==> src/rtl/bp_fe_bht_updater_pkg.sv <==
// Shared types for the BHT write-port updater.
// Provides the processor-config enum, width helpers, and the macros that
// declare the packed BHT update struct and give its total width.

`ifndef BP_FE_BHT_UPDATE_MACROS_SVH
`define BP_FE_BHT_UPDATE_MACROS_SVH

`define BP_FE_DECLARE_BHT_UPDATE_S(idx_w, ghist_w, row_w) \
   typedef struct packed {                                 \
      logic [(idx_w)-1:0]   idx;                           \
      logic [(ghist_w)-1:0] ghist;                         \
      logic [(row_w)-1:0]   val;                           \
      logic                 correct;                       \
   } bp_fe_bht_update_s

`define BP_FE_BHT_UPDATE_WIDTH(idx_w, ghist_w, row_w) ((idx_w) + (ghist_w) + (row_w) + 1)

`endif

package bp_fe_bht_updater_pkg;

   typedef enum logic [1:0] {
      e_bp_default_cfg = 2'd0,
      e_bp_small_cfg   = 2'd1
   } bp_params_e;

   function automatic int bht_idx_width_f(input bp_params_e cfg);
      case (cfg)
         e_bp_small_cfg:   return 6;
         e_bp_default_cfg: return 9;
         default:          return 9;
      endcase
   endfunction

   function automatic int ghist_width_f(input bp_params_e cfg);
      case (cfg)
         e_bp_small_cfg:   return 2;
         e_bp_default_cfg: return 2;
         default:          return 2;
      endcase
   endfunction

   function automatic int bht_row_width_f(input bp_params_e cfg);
      case (cfg)
         e_bp_small_cfg:   return 8;
         e_bp_default_cfg: return 8;
         default:          return 8;
      endcase
   endfunction

endpackage

==> src/rtl/bp_fe_bht_update_fifo.sv <==
// In-order entry queue for BHT updates: storage, read/write pointers and
// occupancy count. Supports enqueue, dequeue, flush and an in-place
// overwrite of the youngest (tail) entry. Pointers wrap modulo els_p, so
// depths that are not a power of two are supported.

module bp_fe_bht_update_fifo
   #(parameter int els_p       = 4
   , parameter int width_p     = 20
   , parameter int cnt_width_p = $clog2(els_p + 1)
   )
   (input  logic                   clk_i
   , input  logic                   reset_i
   , input  logic                   flush_i
   , input  logic                   enq_i
   , input  logic                   deq_i
   , input  logic                   ovw_i
   , input  logic [width_p-1:0]     data_i
   , output logic [width_p-1:0]     head_o
   , output logic [width_p-1:0]     tail_o
   , output logic [cnt_width_p-1:0] count_o
   , output logic                   empty_o
   , output logic                   full_o
   );

   localparam int ptr_width_lp = (els_p > 1) ? $clog2(els_p) : 1;
   localparam logic [ptr_width_lp-1:0] last_ptr_lp = ptr_width_lp'(els_p - 1);
   localparam logic [cnt_width_p-1:0]  full_cnt_lp = cnt_width_p'(els_p);

   logic [width_p-1:0]      mem_r [els_p];
   logic [ptr_width_lp-1:0] rd_ptr_r, wr_ptr_r, tail_ptr_s;
   logic [cnt_width_p-1:0]  count_r;

   function automatic logic [ptr_width_lp-1:0] ptr_inc(input logic [ptr_width_lp-1:0] p);
      if (p == last_ptr_lp) return {ptr_width_lp{1'b0}};
      else                  return p + ptr_width_lp'(1);
   endfunction

   // Youngest valid entry sits one slot behind the write pointer.
   always_comb begin
      tail_ptr_s = last_ptr_lp;
      if (wr_ptr_r == {ptr_width_lp{1'b0}}) tail_ptr_s = last_ptr_lp;
      else                                  tail_ptr_s = wr_ptr_r - ptr_width_lp'(1);
   end

   // Entry payload storage; contents are don't-care until pointed at, so no reset.
   always_ff @(posedge clk_i) begin
      if (enq_i)
         mem_r[wr_ptr_r] <= data_i;
      else if (ovw_i)
         mem_r[tail_ptr_s] <= data_i;
   end

   // Pointer and occupancy bookkeeping; flush outranks any same-cycle dequeue.
   always_ff @(posedge clk_i) begin
      if (reset_i) begin
         rd_ptr_r <= {ptr_width_lp{1'b0}};
         wr_ptr_r <= {ptr_width_lp{1'b0}};
         count_r  <= {cnt_width_p{1'b0}};
      end else if (flush_i) begin
         rd_ptr_r <= wr_ptr_r;
         count_r  <= {cnt_width_p{1'b0}};
      end else begin
         if (enq_i) wr_ptr_r <= ptr_inc(wr_ptr_r);
         if (deq_i) rd_ptr_r <= ptr_inc(rd_ptr_r);
         case ({enq_i, deq_i})
            2'b10:   count_r <= count_r + cnt_width_p'(1);
            2'b01:   count_r <= count_r - cnt_width_p'(1);
            default: count_r <= count_r;
         endcase
      end
   end

   assign head_o  = mem_r[rd_ptr_r];
   assign tail_o  = mem_r[tail_ptr_s];
   assign count_o = count_r;
   assign empty_o = (count_r == {cnt_width_p{1'b0}});
   assign full_o  = (count_r == full_cnt_lp);

endmodule

==> src/rtl/bp_fe_bht_updater.sv <==
// Producer side of the BHT write port. Buffers resolved-branch updates in a
// small in-order queue and presents the oldest one as a valid/yumi write,
// holding it stable until the BHT takes it. Writes are withheld until the
// BHT init sweep completes, but requests are still queued meanwhile.
// Optional feature: define BP_FE_BHT_UPDATER_MERGE_EN to fold a request with
// the same {idx, ghist} as the tail entry into that entry instead of
// allocating a new one (only when the tail is not the presented head).

module bp_fe_bht_updater
   import bp_fe_bht_updater_pkg::*;
   #(parameter bp_params_e bp_params_p     = e_bp_default_cfg
   , parameter int         els_p           = 4
   , parameter int         bht_idx_width_p = bht_idx_width_f(bp_params_p)
   , parameter int         ghist_width_p   = ghist_width_f(bp_params_p)
   , parameter int         bht_row_width_p = bht_row_width_f(bp_params_p)
   )
   (input  logic                       clk_i
   , input  logic                       reset_i
   , input  logic                       bht_init_done_i
   , input  logic                       flush_i
   , input  logic                       upd_v_i
   , input  logic [bht_idx_width_p-1:0] upd_idx_i
   , input  logic [ghist_width_p-1:0]   upd_ghist_i
   , input  logic [bht_row_width_p-1:0] upd_val_i
   , input  logic                       upd_correct_i
   , output logic                       upd_ready_and_o
   , output logic                       w_v_o
   , output logic [bht_idx_width_p-1:0] w_idx_o
   , output logic [ghist_width_p-1:0]   w_ghist_o
   , output logic [bht_row_width_p-1:0] w_val_o
   , output logic                       w_correct_o
   , input  logic                       w_yumi_i
   , output logic                       empty_o
   );

   `BP_FE_DECLARE_BHT_UPDATE_S(bht_idx_width_p, ghist_width_p, bht_row_width_p);

   localparam int entry_width_lp = `BP_FE_BHT_UPDATE_WIDTH(bht_idx_width_p, ghist_width_p, bht_row_width_p);
   localparam int cnt_width_lp   = $clog2(els_p + 1);
   localparam logic [cnt_width_lp-1:0] one_lp = cnt_width_lp'(1);
   localparam logic [cnt_width_lp-1:0] two_lp = cnt_width_lp'(2);
   // Selects the {idx, ghist} key bits of a packed entry.
   localparam logic [entry_width_lp-1:0] key_mask_lp =
      {{(bht_idx_width_p + ghist_width_p){1'b1}}, {(bht_row_width_p + 1){1'b0}}};

   bp_fe_bht_update_s          upd_s, head_s;
   logic [entry_width_lp-1:0]  head_bits_s, tail_bits_s;
   logic [cnt_width_lp-1:0]    count_s;
   logic                       fifo_empty_s, fifo_full_s;
   logic                       ready_s, accept_s, deq_s;
   logic                       merge_en_s, tail_match_s, merge_ok_s, merge_s, enq_s;

   assign upd_s = '{idx: upd_idx_i, ghist: upd_ghist_i, val: upd_val_i, correct: upd_correct_i};

`ifdef BP_FE_BHT_UPDATER_MERGE_EN
   assign merge_en_s = 1'b1;
`else
   assign merge_en_s = 1'b0;
`endif

   // Handshake, merge qualification and queue strobes.
   always_comb begin
      ready_s      = ~fifo_full_s & ~flush_i;
      accept_s     = upd_v_i & ready_s;
      tail_match_s = (((tail_bits_s ^ upd_s) & key_mask_lp) == {entry_width_lp{1'b0}});
      // The tail may be rewritten only while it is not the write on offer.
      if (count_s >= two_lp)
         merge_ok_s = 1'b1;
      else if (count_s == one_lp)
         merge_ok_s = ~w_v_o;
      else
         merge_ok_s = 1'b0;
      merge_s = merge_en_s & accept_s & tail_match_s & merge_ok_s;
      enq_s   = accept_s & ~merge_s;
      deq_s   = w_yumi_i & w_v_o;
   end

   bp_fe_bht_update_fifo
      #(.els_p       (els_p)
      , .width_p     (entry_width_lp)
      , .cnt_width_p (cnt_width_lp)
      )
      fifo
      (.clk_i   (clk_i)
      , .reset_i (reset_i)
      , .flush_i (flush_i)
      , .enq_i   (enq_s)
      , .deq_i   (deq_s)
      , .ovw_i   (merge_s)
      , .data_i  (upd_s)
      , .head_o  (head_bits_s)
      , .tail_o  (tail_bits_s)
      , .count_o (count_s)
      , .empty_o (fifo_empty_s)
      , .full_o  (fifo_full_s)
      );

   assign head_s          = head_bits_s;
   assign upd_ready_and_o = ready_s;
   assign w_v_o           = ~fifo_empty_s & bht_init_done_i;
   assign w_idx_o         = head_s.idx;
   assign w_ghist_o       = head_s.ghist;
   assign w_val_o         = head_s.val;
   assign w_correct_o     = head_s.correct;
   assign empty_o         = fifo_empty_s;

endmodule
==> config.mk <==
export PLATFORM = sky130hd
export DESIGN_NAME = bp_fe_bht_updater
export DESIGN_NICKNAME = d
export VERILOG_FILES = /design/src/rtl/bp_fe_bht_updater_pkg.sv /design/src/rtl/bp_fe_bht_update_fifo.sv /design/src/rtl/bp_fe_bht_updater.sv
export SDC_FILE = /design/constraint.sdc
export NUM_CORES = 1
export LEC_CHECK = 0
export ABC_AREA = 1
export ABC_CLOCK_PERIOD_IN_PS = 5750
export BUFFER_PORTS_ARGS = -buffer_cell sky130_fd_sc_hd__buf_2
export CORE_UTILIZATION = 45
export CTS_BUF_LIST = sky130_fd_sc_hd__clkbuf_16
export DETAILED_ROUTE_END_ITERATION = 16
export PLACE_DENSITY = 0.74
export SKIP_CTS_REPAIR_TIMING = 1
export SYNTH_ARGS = -nofsm -noshare
export SYNTH_HDL_FRONTEND = slang
export SYNTH_SLANG_ARGS = --single-unit
==> constraint.sdc <==
create_clock -name clk_i -period 5.75 [get_ports clk_i]
set_clock_uncertainty 0.05 [all_clocks]
set_input_delay 1.4375 -clock clk_i [delete_from_list [all_inputs] [get_ports clk_i]]
set_output_delay 1.4375 -clock clk_i [all_outputs]
set_load 0.05 [all_outputs]
==> results.sh <==
export IMPL_status="complete, no violations"
export IMPL_synthTopCellsByArea="edfxtp_1 (69%), nor2_1 (5.9%), o21ai_1 (5.7%)"
export IMPL_fmax_mhz=270
export IMPL_postPlaceCellArea_sq_mm=0.00384
export IMPL_grtUsageMet2=0.278
export IMPL_finalWorstPathRequiredPeriod_ns=3.70
export IMPL_layout_common_cells="edfxtp_1 (80), nor2_1 (51), buf_2 (48)"
export IMPL_clk_pin_slew_ns=0.06
export IMPL_p_per_area_mw_per_mm2=360
export IMPL_period_share=0.643
export IMPL_vias_per_cell=5.10
export IMPL_worstSetupEndpointType="output port"
export IMPL_combPwrFrac=0.123
export IMPL_io_buffers=48
export IMPL_grt_max_degree=42
export IMPL_pin_count=49
export IMPL_p_int_mw=1.11
export IMPL_synth_seq_cells=89
export IMPL_drc_errors=0
export IMPL_numCtsBuffers=9
export IMPL_crit_path_start_kind="flip-flop"
export IMPL_postRouteAntennaNets=0
export IMPL_arrival_ns=2.21
export IMPL_yosysSeqAreaShare=0.739
export IMPL_synthToLayoutAreaGrowth_pct=18.4
export IMPL_finalInstanceArea_sq_mm=0.00414
export IMPL_cts_max_level=3
export IMPL_whs_ns=0.447
export IMPL_grt_setup_unrepaired="false"
export IMPL_final_common_cell="edfxtp_1"
export IMPL_clockBufferDepth=2
export IMPL_wl_per_cell_um=14.5
export IMPL_worst_pin_slew_ns=1.15
export IMPL_dr_first_iter_drc_count=125
export IMPL_fillers=605
export IMPL_vdd_drop_max_v=0.000192
export IMPL_dieArea_sq_mm=0.00812
export IMPL_critPathKind="flip-flop to output port"
export IMPL_grt_overflow=0
export IMPL_clk_latency_ns=0.33
export IMPL_num_antenna_cells=0
export IMPL_synth_fp_nets=307
export IMPL_drive_gt1_frac=0.228
export IMPL_stdcell_count=428
export IMPL_power_share_sequential=0.491
export IMPL_maxCapViolCount=0
export IMPL_use_met1=0.194
export IMPL_hold_path_class="flip-flop to flip-flop"
export IMPL_slew_headroom=0.231
export IMPL_yosysWarnings=0
export IMPL_required_ns=4.26
export IMPL_final_nets=357
export IMPL_setup_viol=0
export IMPL_hpwlAfterDp_um=3770
export IMPL_p_sw_mw=0.382
export IMPL_grt_pass1_vias=2123
export IMPL_synth_top_cell_by_area="edfxtp_1"
export IMPL_fp_row_count=31
export IMPL_synth_cell_types=21
export IMPL_p_sw_frac=0.256
export IMPL_setup_tns_ns=0
export IMPL_finalWirelength_um=6230
export IMPL_cp_max_fo=21
export IMPL_grt_pass1_wl_um=10100
export IMPL_cts_tree="yes"
export IMPL_grt_usage=0.164
export IMPL_synth_top_area_frac=0.687
export IMPL_place_inst=412
export IMPL_synth_area_sq_mm=0.00349
export IMPL_p_leak_nw=1.53
export IMPL_globalplace_congestion=0.755
export IMPL_pwr_share_clk=0.386
export IMPL_die_x_um=90.1
export IMPL_grt_busiest_layer="met2"
export IMPL_die_y_um=90.1
export IMPL_postSynthCellCount=274
export IMPL_cts_sinks=89
export IMPL_coreArea_sq_mm=0.00737
export IMPL_first_pass_iters=4
export IMPL_use_met3=0.0491
export IMPL_synth_avg_cell_area_sq_um=12.8
export IMPL_hold_viol=0
export IMPL_antenna_found_initial=0
export IMPL_final_max_slew_viol_count=0
export IMPL_initial_utilization=0.474
export IMPL_cts_root_buf="clkbuf_16"
export IMPL_vias=2183
export IMPL_post_route_util=0.562
==> power groups by stage <==
stage               registers, mW  clock network [mW]  logic, mW
finish                      0.731               0.574      0.184
global route                0.732               0.611      0.199
global placement            0.744                   0      0.182
detailed placement          0.745                   0      0.185
CTS                         0.731               0.584      0.186
floorplan                   0.741                   0      0.137
==> area by class of cell <==
| type | count | area [sq um] | share of cell area |
|---|---|---|---|
| tap | 99 | 124 | 0.0299 |
| inverter | 21 | 78.8 | 0.0190 |
| clock inverter | 7 | 77.6 | 0.0187 |
| clock buffer | 9 | 225 | 0.0544 |
| sequential | 89 | 2580 | 0.624 |
| multi-input combinational | 152 | 788 | 0.190 |
| timing repair buffer | 51 | 263 | 0.0635 |
==> critical path, cell delays in order, from the launching register on <==
cell and delay (ns):
dfxtp_1 0.80, inv_1 0.53, o21ai_1 0.21, o22ai_1 0.11
buf_2 0.22
==> metal layers <==
layer  vias up  part of all wire
met5         -                 0
met4         0             0.015
met3         9             0.055
met2        58              0.52
met1      1028              0.41
li1       1088                 -
==> synth_stat cells <==
cell type   n
a211oi_1    1
a21oi_1     5
buf_2       8
clkbuf_1    4
dfxtp_1     9
edfxtp_1   80
fa_1        1
ha_1        6
inv_1      19
inv_2       2
nand2_1    17
nand3_1     1
nand3_2     1
nand3_4     1
nand4_1     1
nor2_1     55
nor2_2      1
nor3_1      1
o21ai_0     1
o21ai_1    40
o22ai_1    20
==> final timing paths <==
kind	slack, ns	depth (start not counted)	to	from
worst max-delay path	2.05	4	w_idx_o[4]	flip-flop
worst min-delay path	0.45	2	fifo.count_o[0]	fifo.count_o[0]
worst max register to register	3.74	4	fifo.mem_r[1][5]	fifo.count_o[1]
worst min register to register	0.45	2	fifo.count_o[0]	fifo.count_o[0]
==> flip-flops by register name (all words and copies together), names as in the netlist, named ones only <==
name           count
fifo.count_o       3
fifo.mem_r        80
fifo.rd_ptr_r      2
fifo.wr_ptr_r      2
==> through the flow <==
stage                     power [mW]  setup WS [ns]
after global routing            1.54           1.88
final                           1.49           2.05
after detailed placement       0.929           2.31
after floorplan                0.879           2.06
after CTS                       1.50           1.98
after global placement         0.926           2.31
==> logic make-up after synthesis <==
group,Yosys count,share of synthesized area
AO/OA/AOI/OAI,67,0.104
adder cells (fa/ha/maj),7,0.0272
buffers and inverters,33,0.0383
flip-flops,89,0.739
AND/OR/NAND/NOR,78,0.0917
Power figures use the tool's default switching activity.
